`src/rtl/final_fpga_cpu_mult_seq.sv`:
```
// -----------------------------------------------------------------------------
// final_fpga_cpu_mult_seq
//
// Iterative multiplier that sits beside the CPU ALU in the M stage. The full
// 2*DATA_W product of src1 x src2 is built from DATA_W x LANE_W partial
// products, one LANE_W slice of the multiplier per cycle. Signed modes are
// handled by multiplying magnitudes and applying the sign in a final FIX cycle.
//
// Ports:
//   clk      in   system clock
//   reset_n  in   asynchronous active-low reset
//   start    in   operation request, accepted only while idle
//   kill     in   abort the operation in flight (pipeline flush)
//   mode     in   00 MUL (low word), 01 MULXUU, 10 MULXSS, 11 MULXSU (high word)
//   src1     in   multiplicand, sampled on accept
//   src2     in   multiplier, sampled on accept
//   busy     out  high from the accept edge until the done edge
//   done     out  one-cycle pulse, result valid
//   result   out  selected product word, held until the next done
// -----------------------------------------------------------------------------
module final_fpga_cpu_mult_seq #(
  parameter int DATA_W = 32,  // must be an integer multiple of LANE_W
  parameter int LANE_W = 16
) (
  input  logic              clk,
  input  logic              reset_n,
  input  logic              start,
  input  logic              kill,
  input  logic [1:0]        mode,
  input  logic [DATA_W-1:0] src1,
  input  logic [DATA_W-1:0] src2,
  output logic              busy,
  output logic              done,
  output logic [DATA_W-1:0] result
);

  localparam int N_LANES = DATA_W / LANE_W;
  localparam int ACC_W   = 2 * DATA_W;
  localparam int PP_W    = DATA_W + LANE_W;
  localparam int CNT_W   = $clog2(N_LANES + 1);

  typedef enum logic [1:0] {
    S_IDLE = 2'd0,
    S_MUL  = 2'd1,
    S_FIX  = 2'd2
  } state_t;

  // Two's-complement magnitude of a signed operand. The most negative value
  // maps onto itself, which is exactly its magnitude when read as unsigned.
  function automatic logic [DATA_W-1:0] magnitude(input logic [DATA_W-1:0] v,
                                                  input logic              is_signed);
    if (is_signed && v[DATA_W-1]) begin
      return ~v + DATA_W'(1);
    end
    return v;
  endfunction

  // Apply the product sign over the full double-width accumulator.
  function automatic logic [ACC_W-1:0] apply_sign(input logic [ACC_W-1:0] v,
                                                  input logic             neg);
    return neg ? (~v + ACC_W'(1)) : v;
  endfunction

  state_t             state_q,  state_d;
  logic [ACC_W-1:0]   acc_q,    acc_d;
  logic [DATA_W-1:0]  mag1_q,   mag1_d;
  logic [DATA_W-1:0]  mag2_q,   mag2_d;
  logic [CNT_W-1:0]   lane_q,   lane_d;
  logic               neg_q,    neg_d;
  logic [1:0]         mode_q,   mode_d;
  logic [DATA_W-1:0]  result_q, result_d;
  logic               done_q,   done_d;

  logic               signed1;
  logic               signed2;
  logic [PP_W-1:0]    pp;
  logic [ACC_W-1:0]   pp_shifted;
  logic [ACC_W-1:0]   prod;
  logic               last_lane;

  // MULXSU treats only src1 as signed; MUL is sign-invariant in the low word.
  assign signed1 = mode[1];
  assign signed2 = (mode == 2'b10);

  // mag2_q is shifted down each MUL cycle, so its bottom slice is always the
  // current lane; the partial product is realigned by the lane index.
  assign pp         = {{LANE_W{1'b0}}, mag1_q} * {{DATA_W{1'b0}}, mag2_q[LANE_W-1:0]};
  assign pp_shifted = ACC_W'(pp) << (LANE_W * int'(lane_q));
  assign prod       = apply_sign(acc_q, neg_q);
  assign last_lane  = (lane_q == CNT_W'(N_LANES - 1));

  always_comb begin
    state_d  = state_q;
    acc_d    = acc_q;
    mag1_d   = mag1_q;
    mag2_d   = mag2_q;
    lane_d   = lane_q;
    neg_d    = neg_q;
    mode_d   = mode_q;
    result_d = result_q;
    done_d   = 1'b0;

    // kill wins over everything in flight, including FIX completion.
    if (kill && (state_q != S_IDLE)) begin
      state_d = S_IDLE;
    end else begin
      case (state_q)
        S_IDLE: begin
          if (start && !kill) begin
            mag1_d  = magnitude(src1, signed1);
            mag2_d  = magnitude(src2, signed2);
            neg_d   = (signed1 & src1[DATA_W-1]) ^ (signed2 & src2[DATA_W-1]);
            mode_d  = mode;
            acc_d   = '0;
            lane_d  = '0;
            state_d = S_MUL;
          end
        end
        S_MUL: begin
          acc_d  = acc_q + pp_shifted;
          mag2_d = mag2_q >> LANE_W;
          lane_d = lane_q + CNT_W'(1);
          if (last_lane) begin
            state_d = S_FIX;
          end
        end
        S_FIX: begin
          result_d = (mode_q == 2'b00) ? prod[DATA_W-1:0] : prod[ACC_W-1:DATA_W];
          done_d   = 1'b1;
          state_d  = S_IDLE;
        end
        default: begin
          state_d = S_IDLE;
        end
      endcase
    end
  end

  always_ff @(posedge clk or negedge reset_n) begin
    if (!reset_n) begin
      state_q  <= S_IDLE;
      acc_q    <= '0;
      mag1_q   <= '0;
      mag2_q   <= '0;
      lane_q   <= '0;
      neg_q    <= 1'b0;
      mode_q   <= 2'b00;
      result_q <= '0;
      done_q   <= 1'b0;
    end else begin
      state_q  <= state_d;
      acc_q    <= acc_d;
      mag1_q   <= mag1_d;
      mag2_q   <= mag2_d;
      lane_q   <= lane_d;
      neg_q    <= neg_d;
      mode_q   <= mode_d;
      result_q <= result_d;
      done_q   <= done_d;
    end
  end

  // busy drops on the same edge that raises done.
  assign busy   = (state_q != S_IDLE);
  assign done   = done_q;
  assign result = result_q;

endmodule

```
`config.mk`:
```
export PLATFORM = sky130hd
export DESIGN_NAME = final_fpga_cpu_mult_seq
export DESIGN_NICKNAME = d
export VERILOG_FILES = /design/src/rtl/final_fpga_cpu_mult_seq.sv
export SDC_FILE = /design/constraint.sdc
export NUM_CORES = 2
export LEC_CHECK = 0
export BUFFER_PORTS_ARGS = -buffer_cell sky130_fd_sc_hd__buf_2
export CELL_PAD_IN_SITES_DETAIL_PLACEMENT = 0
export CELL_PAD_IN_SITES_GLOBAL_PLACEMENT = 1
export CORE_UTILIZATION = 54
export DETAILED_ROUTE_END_ITERATION = 10
export PLACE_DENSITY_LB_ADDON = 0.1
export SETUP_SLACK_MARGIN = 0.2
export SLEW_MARGIN = 10
export SYNTH_ARGS = -nofsm -noshare
export SYNTH_HDL_FRONTEND = slang
export SYNTH_SLANG_ARGS = --single-unit
```
`constraint.sdc`:
```
create_clock -name clk -period 15.6 [get_ports clk]
set_clock_uncertainty 0.2 [all_clocks]
set_input_delay 3.12 -clock clk [delete_from_list [all_inputs] [get_ports clk]]
set_output_delay 3.12 -clock clk [all_outputs]
set_load 0.02 [all_outputs]
```
==> impl_results.md <==
- Crit path capture type: flop
- Synthesized flop and latch total: ~170
- Synth async-reset ratio: 100%
- Final setup fails: 0
- Vias in the first global route: between 20000 and 30000
- Synth cell types: 80
- Gate Count Post-Synth: roughly 3600
- Post-route clock period utilization: between 60% and 70%
- R2r setup slk: just over 5 ns
- Die area: 56000 um^2
- Die Ht: 237 um
- Pins Over Slew Limit: 0
- Worst Setup SP: mag2_q[8]
- Syn Area/Cell: 8.27 um^2
- Post-Place Cells: about 4200
- Initial Utilization: between 50% and 60%
- Register area share after synthesis: about 14%
- Status: finished, final reports clean
- Drt drc: 0
- Routability cong.: around 0.98
- # nets final: 4247
- Max clock buf depth: 2
- Post-Route WL: around 90000 um
- Worst-path maximum fanout: 28
- Area added between synthesis and finish: 5.25%
- Netlist area before placement: about 30000 um^2
- Yosys warning total: 0
- Reg clk slew, reported paths: ~0.08 ns
- Number of flops mapped to enable cells by yosys: 0
- DP Area: 30700 um^2
- Share of layout cells above drive strength 1: roughly 6.1%
- Slowest stage delay, CP: approximately 0.55 ns
- CORE AREA: 54100 um^2
- RR Endpoint: acc_q[60]
- Main flop type after synthesis: dfrtp_1
- Syn nets: between 4000 and 5000
- Tightest Hold Check Type: reg -> reg
- Critical path required time: between 15 and 20 ns
- Crit start category: flop
- Final min period: ~10 ns
- CTS tree: done
- I/O Pins: 104
- Core Rows: 85
- HPWL Detailed: 72500 um
- RSZ-0062 raised after global routing: no
- Antenna violations before repair: 1
- DR WL/cell: between 20 and 25 um
- RR Startpoint: mag2_q[8]
- Max transition margin: ~25%
- CTS buffer count: 17
- Final non-filler cell total: 4276
- Number of buffers added on ports: between 100 and 150
- H-tree depth: 4
- Worst slew pin tran: around 1.1 ns
- Vias per inst: 5.91
- Gr usage total: 34.2%
- Hold_buf cts: 0
- Cts repair resizes: 0
- Max frequency: approximately 0.096 GHz
- Max-cap violations: 0
- Clk root buf: clkbuf_16
- Fin area: between 30000 and 40000 um^2
- Clock net sink count: around 170
- Via count: around 25000
- Die W: 237 um
- Overflow left after global routing: 0
- Crit path DAT: approximately 11 ns
- Starting DRC count in detailed routing: 1707
- Post-CTS setup buffers: 0
- TritonRoute pass-1 iters: 6
- Critical Path End: acc_q[60]
- Hold Vio Cnt, Final: 0
- Sum Neg Setup Slack: 0 ns
- Crit Path Category: reg -> reg
- Antenna Nets Post-Route: 0
- Largest net degree at the start of global routing: 70
- Worst path slowest cell: fa_1
- R2r worst-path depth: 37
- Worst-Skew Late Latency: roughly 0.5 ns
- First-pass GRT wire length: about 150000 um
[per-stage QoR]
| stage | worst slack (ns) | util, % | hold WS, ns |
|---|---|---|---|
| after floorplan | 6.55 | - | 0.250 |
| after global placement | 5.36 | 56.6 | 0.258 |
| after detailed placement | 5.20 | 56.6 | 0.265 |
| after CTS | 5.18 | 57.8 | 0.282 |
| after global routing | 4.18 | 57.8 | 0.304 |
| final | 5.16 | 57.8 | 0.279 |
[metal layers]
| layer | wire length, um | vias up | track usage [%] |
|---|---|---|---|
| met2 | 43700 | 800 | 55.6 |
| li1 | - | 11500 | - |
| met4 | 2570 | 0 | 10.5 |
| met3 | 5280 | 161 | 4.78 |
| met1 | 40600 | 12800 | 47.4 |
| met5 | 0 | - | 0 |
[kinds of logic after synthesis]
kind of cell	synth area share (%)
compound gates	15.3
xor+xnor	6.33
fa+ha+maj	36.3
buf+inv	8.92
flops	14.1
mux	0.501
simple gates	18.5
[state kept, by name, summed over array words and instances (netlist names)]
name	flops
acc_q	64
neg_q	1
mode_q	2
mag2_q	32
lane_q	2
done	1
result	32
state_q	2
mag1_q	32
[synth_stat cells, drive strengths merged, types with 7 or more instances]
master  number  area share (%)
a31oi       22            0.46
and3        19            0.41
nor2       173             2.2
o41ai        8            0.24
or3         19            0.46
nor3b        8            0.20
mux2         7            0.27
a22o        24            0.71
nand2      546             6.9
o211ai      11            0.28
nor3        20            0.34
a21oi      212             3.6
mux2i        7            0.24
and2       245             5.2
a221oi       7            0.21
nor2b       13            0.27
xor2        93             2.7
or4         14            0.38
nand4       16            0.39
nor4        10            0.28
o21a         9            0.23
xnor2      122             3.6
nand2b      15            0.32
o21bai      25            0.63
ha         193             8.1
fa         419              28
dfrtp      168              14
o21ai      232             3.9
nand3       30            0.55
buf          8            0.22
or2         10            0.21
clkbuf     174             2.2
o22ai       13            0.27
a21o        82             2.1
a221o        7            0.24
inv        509             6.4
o31ai       37             1.0
a211oi      12            0.30
[worst min-delay path by stage]
stage                    start         end  slack [ns]  cells after the start
finish              result[13]  result[13]        0.28                      2
global route        result[29]  result[29]        0.30                      2
CTS                 result[12]  result[12]        0.28                      2
detailed placement  result[12]  result[12]        0.27                      2
global placement     result[4]   result[4]        0.26                      2
floorplan           mag2_q[31]  mag2_q[31]        0.25                      2
[area by class of cell]
class / instances / area [um^2]
Antenna cell: 2 / 5.00
Clock buffer: 19 / 443
Multi-Input combinational cell: 2733 / 22900
Clock inverter: 13 / 183
Tap cell: 696 / 871
Timing Repair Buffer: 135 / 762
Fill cell: 5011 / 22800
Sequential cell: 168 / 4210
Inverter: 510 / 1910
[cell usage in the layout, fill, tap and decap left out, types with 93 or more instances in the layout]
cell / count
dfrtp_1: 164
xor2_1: 93
buf_2: 102
and2_1: 245
nor2_1: 168
ha_1: 193
nand2_1: 545
inv_1: 509
xnor2_1: 122
a21oi_1: 212
o21ai_0: 212
fa_1: 419
[critical path, delay by kind of cell, from the launching register on]
family / cells / cell delay [ns]
AO/OA/AOI/OAI: 19 / 4.40
XOR/XNOR: 1 / 0.33
adder cells (fa/ha/maj): 8 / 3.81
buffers and inverters: 6 / 0.70
flip-flops: 1 / 0.44
AND/OR/NAND/NOR: 3 / 0.38
Power is left out: the tool's default activity adds up to more than one toggle a clock period on the data nets, which glitch-free logic cannot reach.
